<file path="src/rtl/pwm_timebase_if.sv">
// Control and status bundle between the PWM timebase and its surroundings
// (prescaler CE, debouncer DIR, configuration registers, LED pins).
interface pwm_timebase_if #(
  parameter int WIDTH    = 4,
  parameter int CHANNELS = 3
);
  logic                      CE_IN;
  logic                      DIR;
  logic                      MODE;
  logic [WIDTH-1:0]          TOP;
  logic [CHANNELS*WIDTH-1:0] DUTY;
  logic                      DIR_CNT;
  logic [WIDTH-1:0]          MAIN_CNT;
  logic [CHANNELS-1:0]       PWM_OUT;
  logic                      PERIOD_END;

  modport master (
    output CE_IN, DIR, MODE, TOP, DUTY,
    input  DIR_CNT, MAIN_CNT, PWM_OUT, PERIOD_END
  );

  modport slave (
    input  CE_IN, DIR, MODE, TOP, DUTY,
    output DIR_CNT, MAIN_CNT, PWM_OUT, PERIOD_END
  );
endinterface

</file>
<file path="src/rtl/pwm_timebase.sv">
// PWM timebase: CE-qualified up/down main counter with sawtooth or triangle
// sweep, and per-channel duty comparators whose duty is shadowed per period.
module pwm_timebase #(
  parameter int WIDTH    = 4,
  parameter int CHANNELS = 3
) (
  input  logic CLK,
  input  logic CLR,
  pwm_timebase_if.slave bus
);

  localparam logic [WIDTH-1:0] ONE  = WIDTH'(1);
  localparam logic [WIDTH-1:0] ZERO = '0;

  logic [WIDTH-1:0]                main_q, main_d;
  logic                            dir_q, dir_d;
  logic [CHANNELS-1:0][WIDTH-1:0]  shadow_q, shadow_d;
  logic [CHANNELS-1:0]             pwm_q, pwm_d;
  logic                            pend_q, pend_d;
  logic                            boundary;

  // Range fix beats a CE step; a CE arriving on a range-fix edge is dropped.
  always_comb begin
    main_d   = main_q;
    dir_d    = dir_q;
    boundary = 1'b0;
    if (main_q > bus.TOP) begin
      main_d = ZERO;
    end else if (bus.CE_IN) begin
      if (bus.TOP == ZERO) begin
        main_d   = ZERO;
        boundary = 1'b1;
      end else if (!bus.MODE) begin
        if (!dir_q) begin
          if (main_q == bus.TOP) begin
            main_d   = ZERO;
            boundary = 1'b1;
          end else begin
            main_d = main_q + ONE;
          end
        end else begin
          if (main_q == ZERO) begin
            main_d   = bus.TOP;
            boundary = 1'b1;
          end else begin
            main_d = main_q - ONE;
          end
        end
        if (bus.DIR) begin
          dir_d = ~dir_q;
        end
      end else begin
        // Triangle turns around at both ends; only the bottom turn ends a period.
        if (!dir_q) begin
          if (main_q == bus.TOP) begin
            dir_d  = 1'b1;
            main_d = bus.TOP - ONE;
          end else begin
            main_d = main_q + ONE;
          end
        end else begin
          if (main_q == ZERO) begin
            dir_d    = 1'b0;
            main_d   = ONE;
            boundary = 1'b1;
          end else begin
            main_d = main_q - ONE;
          end
        end
      end
    end
  end

  always_comb begin
    shadow_d = shadow_q;
    pend_d   = boundary;
    pwm_d    = '0;
    if (boundary) begin
      shadow_d = bus.DUTY;
    end
    for (int i = 0; i < CHANNELS; i++) begin
      pwm_d[i] = (main_q < shadow_q[i]);
    end
  end

  always_ff @(posedge CLK or negedge CLR) begin
    if (!CLR) begin
      main_q   <= '0;
      dir_q    <= 1'b0;
      shadow_q <= '0;
      pwm_q    <= '0;
      pend_q   <= 1'b0;
    end else begin
      main_q   <= main_d;
      dir_q    <= dir_d;
      shadow_q <= shadow_d;
      pwm_q    <= pwm_d;
      pend_q   <= pend_d;
    end
  end

  assign bus.MAIN_CNT   = main_q;
  assign bus.DIR_CNT    = dir_q;
  assign bus.PWM_OUT    = pwm_q;
  assign bus.PERIOD_END = pend_q;

endmodule

</file>
<file path="src/flat_wrapper.sv">
// flat-port wrapper written by rule: the top's interface ports become plain ports
module pwm_timebase_flat 
#(
  parameter int WIDTH    = 4,
  parameter int CHANNELS = 3
)
  (CLK, CLR, bus_CE_IN, bus_DIR, bus_MODE, bus_TOP, bus_DUTY, bus_DIR_CNT, bus_MAIN_CNT, bus_PWM_OUT, bus_PERIOD_END);
  pwm_timebase_if #(.WIDTH(WIDTH), .CHANNELS(CHANNELS)) bus_i ();
  input  logic CLK;
  input  logic CLR;
  input wire logic [$bits(bus_i.CE_IN)-1:0] bus_CE_IN;
  input wire logic [$bits(bus_i.DIR)-1:0] bus_DIR;
  input wire logic [$bits(bus_i.MODE)-1:0] bus_MODE;
  input wire logic [$bits(bus_i.TOP)-1:0] bus_TOP;
  input wire logic [$bits(bus_i.DUTY)-1:0] bus_DUTY;
  output wire logic [$bits(bus_i.DIR_CNT)-1:0] bus_DIR_CNT;
  output wire logic [$bits(bus_i.MAIN_CNT)-1:0] bus_MAIN_CNT;
  output wire logic [$bits(bus_i.PWM_OUT)-1:0] bus_PWM_OUT;
  output wire logic [$bits(bus_i.PERIOD_END)-1:0] bus_PERIOD_END;
  assign bus_i.CE_IN = bus_CE_IN;
  assign bus_i.DIR = bus_DIR;
  assign bus_i.MODE = bus_MODE;
  assign bus_i.TOP = bus_TOP;
  assign bus_i.DUTY = bus_DUTY;
  assign bus_DIR_CNT = bus_i.DIR_CNT;
  assign bus_MAIN_CNT = bus_i.MAIN_CNT;
  assign bus_PWM_OUT = bus_i.PWM_OUT;
  assign bus_PERIOD_END = bus_i.PERIOD_END;
  pwm_timebase #(.WIDTH(WIDTH), .CHANNELS(CHANNELS)) u_core (.CLK(CLK), .CLR(CLR), .bus(bus_i));
endmodule
</file>
<file path="config.mk">
export PLATFORM = sky130hd
export DESIGN_NAME = pwm_timebase_flat
export DESIGN_NICKNAME = d
export VERILOG_FILES = /design/src/rtl/pwm_timebase_if.sv /design/src/rtl/pwm_timebase.sv /design/src/flat_wrapper.sv
export SDC_FILE = /design/constraint.sdc
export NUM_CORES = 1
export LEC_CHECK = 0
export ABC_AREA = 1
export ABC_CLOCK_PERIOD_IN_PS = 2000
export CELL_PAD_IN_SITES_DETAIL_PLACEMENT = 1
export CELL_PAD_IN_SITES_GLOBAL_PLACEMENT = 1
export CORE_MARGIN = 5
export CORE_UTILIZATION = 38
export CTS_BUF_LIST = sky130_fd_sc_hd__clkbuf_2
export DETAILED_ROUTE_END_ITERATION = 10
export PLACE_DENSITY_LB_ADDON = 0.1
export SLEW_MARGIN = 0
export SYNTH_ARGS = -nofsm -noshare
export SYNTH_HDL_FRONTEND = slang
export SYNTH_SLANG_ARGS = --single-unit
</file>
<file path="constraint.sdc">
create_clock -name CLK -period 2 [get_ports CLK]
set_input_delay 0.4 -clock CLK [delete_from_list [all_inputs] [get_ports CLK]]
set_output_delay 0.4 -clock CLK [all_outputs]
set_load 0.01 [all_outputs]
</file>
# Word-level counts from Yosys, hierarchy flattened
# Index checks and enable logic that the tools add are counted.
[op_classes]
magnitude_cmp = 4
n_mux = 22
eq_ne = 1
n_addsub = 3
reduce_logical = 5
bitwise = 3
[ops]
columns = ["cell", "n"]
rows = [
  ["2-to-1 mux 4 bit", 10],
  ["< comparator 4 bit", 3],
  ["2-to-1 mux 1 bit", 12],
  ["logical NOT 4 bit", 2],
  ["subtractor 4 x 1 -> 4 bit, second input constant", 2],
  ["adder 4 x 1 -> 4 bit, second input constant", 1],
  ["== test 4 bit", 1],
  ["greater-than comparator 4 bit", 1],
  ["AND reduction 4 bit", 1],
  ["nonzero test 2 bit", 2],
  ["NOT 1 bit", 3],
]
[word_totals]
output_inout_bits = 9
ff_bits = 21
input_bits = 21

# Logic depth before layout (Yosys ltp)
# Gate-level depths: netlist of run 1.
[depth]
word_depth = 7
mapped_depth = 13

# Worst setup path after synthesis of run 1
# OpenSTA, ideal clock, no wires.
[synth_timing]
path_type = "register -> register"
start = "register u_core.main_q[0], in the netlist u_core.bus.MAIN_CNT[0]"
end = "register u_core.shadow_q[0] (netlist name)"
t_arrival_ps = 1595
stages_incl_launch_ff = 11
path_slack_ps = 289
setup_ps = 116
path_buffers = 1
required_ps = 1884
path_cell_list = "dfrtp_1 > inv_1 > ha_1 > nand2_1 > nor2_4 > inv_2 > nand2_2 > nand3_4 > buf_4 > nand2_1 > nand2_1"
[synth_via]
elab_chain_len = 7
[synth_rtl]
columns = ["item", "line_no", "source"]
rows = [
  ["from (decl)", "pwm_timebase.sv:15", "logic [WIDTH-1:0] main_q, main_d;"],
  ["from (signal assigned)", "pwm_timebase.sv:94", "main_q <= main_d;"],
  ["== test 4 bit / logical NOT 4 bit (equally long branches)", "pwm_timebase.sv:35, pwm_timebase.sv:42, pwm_timebase.sv:62", ""],
  ["2-to-1 mux 1 bit (on tied branches)", "pwm_timebase.sv:35, pwm_timebase.sv:42, pwm_timebase.sv:62", ""],
  ["2-to-1 mux 1 bit (on tied branches)", "pwm_timebase.sv:34, pwm_timebase.sv:54", ""],
  ["2-to-1 mux 1 bit", "pwm_timebase.sv:33", "end else if (!bus.MODE) begin"],
  ["2-to-1 mux 1 bit", "pwm_timebase.sv:30", "if (bus.TOP == ZERO) begin"],
  ["2-to-1 mux 1 bit", "pwm_timebase.sv:29", "end else if (bus.CE_IN) begin"],
  ["2-to-1 mux 1 bit (*)", "pwm_timebase.sv:27", "if (main_q > bus.TOP) begin"],
  ["to (signal assigned)", "pwm_timebase.sv:96", "shadow_q <= shadow_d;"],
  ["to (decl)", "pwm_timebase.sv:17", "logic [CHANNELS-1:0][WIDTH-1:0] shadow_q, shadow_d;"],
]
# Mark *: on every way between the ends. The rest lies on a longest branch, timed or not.
# A chain may end at the register's enable or synchronous reset.

# Final worst setup path of run 1
[layout_timing]
start = "register u_core.main_q[2], in the netlist u_core.bus.MAIN_CNT[2]"
end = "output bus_MAIN_CNT[2]"
[layout_lines]
columns = ["item", "line_no", "source"]
rows = [
  ["to (decl)", "flat_wrapper.sv:17", "output wire logic [$bits(bus_i.MAIN_CNT)-1:0] bus_MAIN_CNT;"],
]
# No word-level cell between the ends.

==> impl_metrics.csv, run 1 <==
group,metric,value,unit
worst_hold_path,hp-class,"input port to asynchronous set/reset pin",
clock_tree,h-tree-depth,1,
cells_and_area,multi_input_area,835.8,sq um
clock_tree,clockBufferDepth,2,
detailed_routing,ant_nets,0,
grt,grt_overflow,0,
cells_and_area,fin_nets,290,
sta,period_needed,1.924,ns
detailed_routing,num_vias,1441,
cells_and_area,drive_gt1_share,13.60,%
synth,synth_area_per_cell,7.408,sq um
sta,drv_slew,0,
power,seqPwrFrac,29.3,%
detailed_routing,wire_per_inst,14.24,um
floorplanning,rows,22,
run_status,outcome,"finished clean",
cells_and_area,layout_commonest_cell,"nand2_1",
grt,grt_max_degree,22,
synth,ys_types,21,
power,pwr_density_cell,1244,nW/um^2
placement,port_buffers,29,
floorplanning,die_x,72.76,um
power,pwr-share-comb,62.7,%
floorplanning,ios,30,
grt,grt_pass1_vias,1568,
power,clockPowerShare,8.0,%
detailed_routing,met3_length,129,um
detailed_routing,drt_first_pass_iters,4,
clock_tree,cts_buffers,3,
power,p_int,1.342,mW
synth,ys_ff_latch,21,
floorplanning,die-height,72.76,um
cells_and_area,fin_util,52.97,%
job,cap_violations,0,
placement,dp.final_hpwl,3515,um
synth,synth_area,1496,sq um
power,ir_drop,511.8,uV
detailed_routing,drc,0,
detailed_routing,viasPerCell,4.836,
floorplanning,initial_utilization,39.97,%
detailed_routing,met1_length,1840,um
placement,gp_routability_congestion,0.8460,
detailed_routing,routed_wl,4245,um
clock_tree,tritoncts,"yes",
detailed_routing,top_layer_used,"met4",
detailed_routing,met2RoutedLength,2238,um
sta,hold_violations,0,
cells_and_area,fin_area,1983,sq um
synth,netlist_instances,202,
detailed_routing,first_iter_violations,60,
cells_and_area,antenna_cells,0,
cells_and_area,area.growth.synth_to_final,32.52,%
sta,tightest_slew,0.2781,ns
sta,relSlewSlack,81.46,%
worst_setup_path,worstPathRequired,1.60,ns
clock_tree,cts_sinks,21,
cells_and_area,n_fill_cell,489,
worst_setup_path,path_cells,"buf_4, clkdlybuf4s50_1",
sta,period_share,96.21,%
power,p_sw,1.125,mW
placement,placed_cell_area,1947,sq um
cells_and_area,regArea,525.5,sq um
sta,setup_violations,0,
worst_setup_path,worstSetupEndpointType,"output pin",
cells_and_area,final_cell_mix,"nand2_1, clkdlybuf4s50_1, inv_1, dfrtp_1",
worst_setup_path,critPathMaxStageDelay,0.56,ns
worst_setup_path,worstPathMaxFanout,10,
worst_setup_path,cp.arrival,1.52,ns
synth,synth_warnings,0,
grt,grt_pass1_wl,7286,um
worst_setup_path,path_class,"flip-flop to output pin",
synth,synth_nets,241,
synth,yosysSeqAreaShare,35.12,%
sta,clock.fmax,519.7,MHz
clock_tree,hold_buffers,0,
grt,grtUsageTotal,17.59,%
grt,antenna_found_initial,0,
worst_setup_path,start_kind,"flip-flop",
floorplanning,core_area,3744,sq um
clock_tree,insertion_delay,0.35,ns
sta,skew,0.005214,ns
power,p_leak,1.079,nW
power,swShare,45.60,%
floorplanning,fp.dieArea,5293,sq um
worst_setup_path,critPathSlowestCell,"clkdlybuf4s50_1",
clock_tree,root_buffer,"clkbuf_2",
clock_tree,clk_pin_slew,0.23,ns
## critical path: cells and delay by family, from the launching register on
| kind | cells | cell delay [ns] |
|---|---|---|
| flip-flops | 1 | 0.41 |
| buffers and inverters | 2 | 0.77 |
## per-stage QoR
stage                     total power, mW  cells   TNS, ns  setup WS (ns)  hold WS [ns]
after CTS                           2.486    297         0        0.03493        0.3528
final                               2.466    298         0        0.07579        0.3531
after global routing                2.731    298  -0.01589       -0.01589        0.3306
after floorplan                     1.669    202         0         0.2890        0.1044
after global placement              2.155    293    -2.011        -0.1505        0.4658
after detailed placement            2.280    293    -4.026        -0.2829        0.4697
## worst paths after layout
| check | end | depth (start not counted) | slack, ns | start |
|---|---|---|---|---|
| max in group asynchronous | u_core.bus.MAIN_CNT[0] | 2 | 1.43 | CLR |
| min in group CLK | u_core.shadow_q[2] | 2 | 0.51 | u_core.shadow_q[2] |
| min reg2reg | u_core.shadow_q[2] | 2 | 0.51 | u_core.shadow_q[2] |
| max | bus_MAIN_CNT[2] | 2 | 0.08 | u_core.bus.MAIN_CNT[2] |
| max reg2reg | u_core.shadow_q[5] | 10 | 0.18 | u_core.bus.MAIN_CNT[2] |
| min | u_core.shadow_q[1] | 2 | 0.35 | CLR |
## Yosys cell counts (all sizes together)
library cell | instances | area, sq um
nand4 | 1 | 6.260
o21ai | 9 | 45.04
nor2 | 12 | 60.06
nand3 | 9 | 62.56
a21oi | 10 | 50.05
inv | 26 | 100.1
buf | 4 | 35.03
xnor2 | 2 | 17.52
nand2 | 85 | 329.1
xor2 | 2 | 17.52
dfrtp | 21 | 525.5
ha | 18 | 225.2
o21a | 3 | 22.52
## sequential cells by signal, summed over array words and instances, names as in the netlist
register,flops
u_core.bus.DIR_CNT,1
u_core.bus.MAIN_CNT,4
u_core.bus.PWM_OUT,3
u_core.bus.PERIOD_END,1
u_core.shadow_q,12
## final cells by class
cell class,instances,share of cell area (%)
tap,48,3.028
clock inverter,1,0.3785
timing repair buffer,48,22.15
clock buffer,3,0.7571
inverter,26,5.047
sequential,21,26.50
multi-input combinational,151,42.15
## what timing repair did
item / 4_1_cts / 5_1_grt
setup buffers: 0 / 1
gates resized for setup: 0 / 2
endpoints found under the setup margin: 0 / 2
## routing by layer
metal  GRT usage [%]  up-vias
met1           21.43      691
met5               0        -
li1                -      726
met3           2.479        5
met4           4.303        0
met2           32.26       19
## kinds of logic after synthesis
kind of cell,share of synthesized area [%]
AOI/OAI and AO/OA,7.859
xor gates and xnor gates,2.342
adders and majority gates,15.05
buffers and inverters,9.030
DFF,35.12
and+or+nand+nor,30.60
## power groups by stage
stage	logic, mW	registers (mW)	clock network (mW)
2_1_floorplan	0.890	0.779	0
3_3_place_gp	1.43	0.726	0
3_5_place_dp	1.54	0.736	0
4_1_cts	1.56	0.725	0.204
5_1_grt	1.75	0.747	0.230
6_report	1.55	0.722	0.198
(Power assumes the default switching activity.)
==> run 2: changes to the inputs <==
--- a/config.mk
+++ b/config.mk
@@ -13,6 +13,7 @@
 export CORE_UTILIZATION = 38
 export CTS_BUF_LIST = sky130_fd_sc_hd__clkbuf_2
 export DETAILED_ROUTE_END_ITERATION = 10
+export GPL_ROUTABILITY_DRIVEN = 0
 export PLACE_DENSITY_LB_ADDON = 0.1
 export SLEW_MARGIN = 0
 export SYNTH_ARGS = -nofsm -noshare
==> results of run 2 <==
No change in the layout: final DEF, timing and power equal those of run 1.
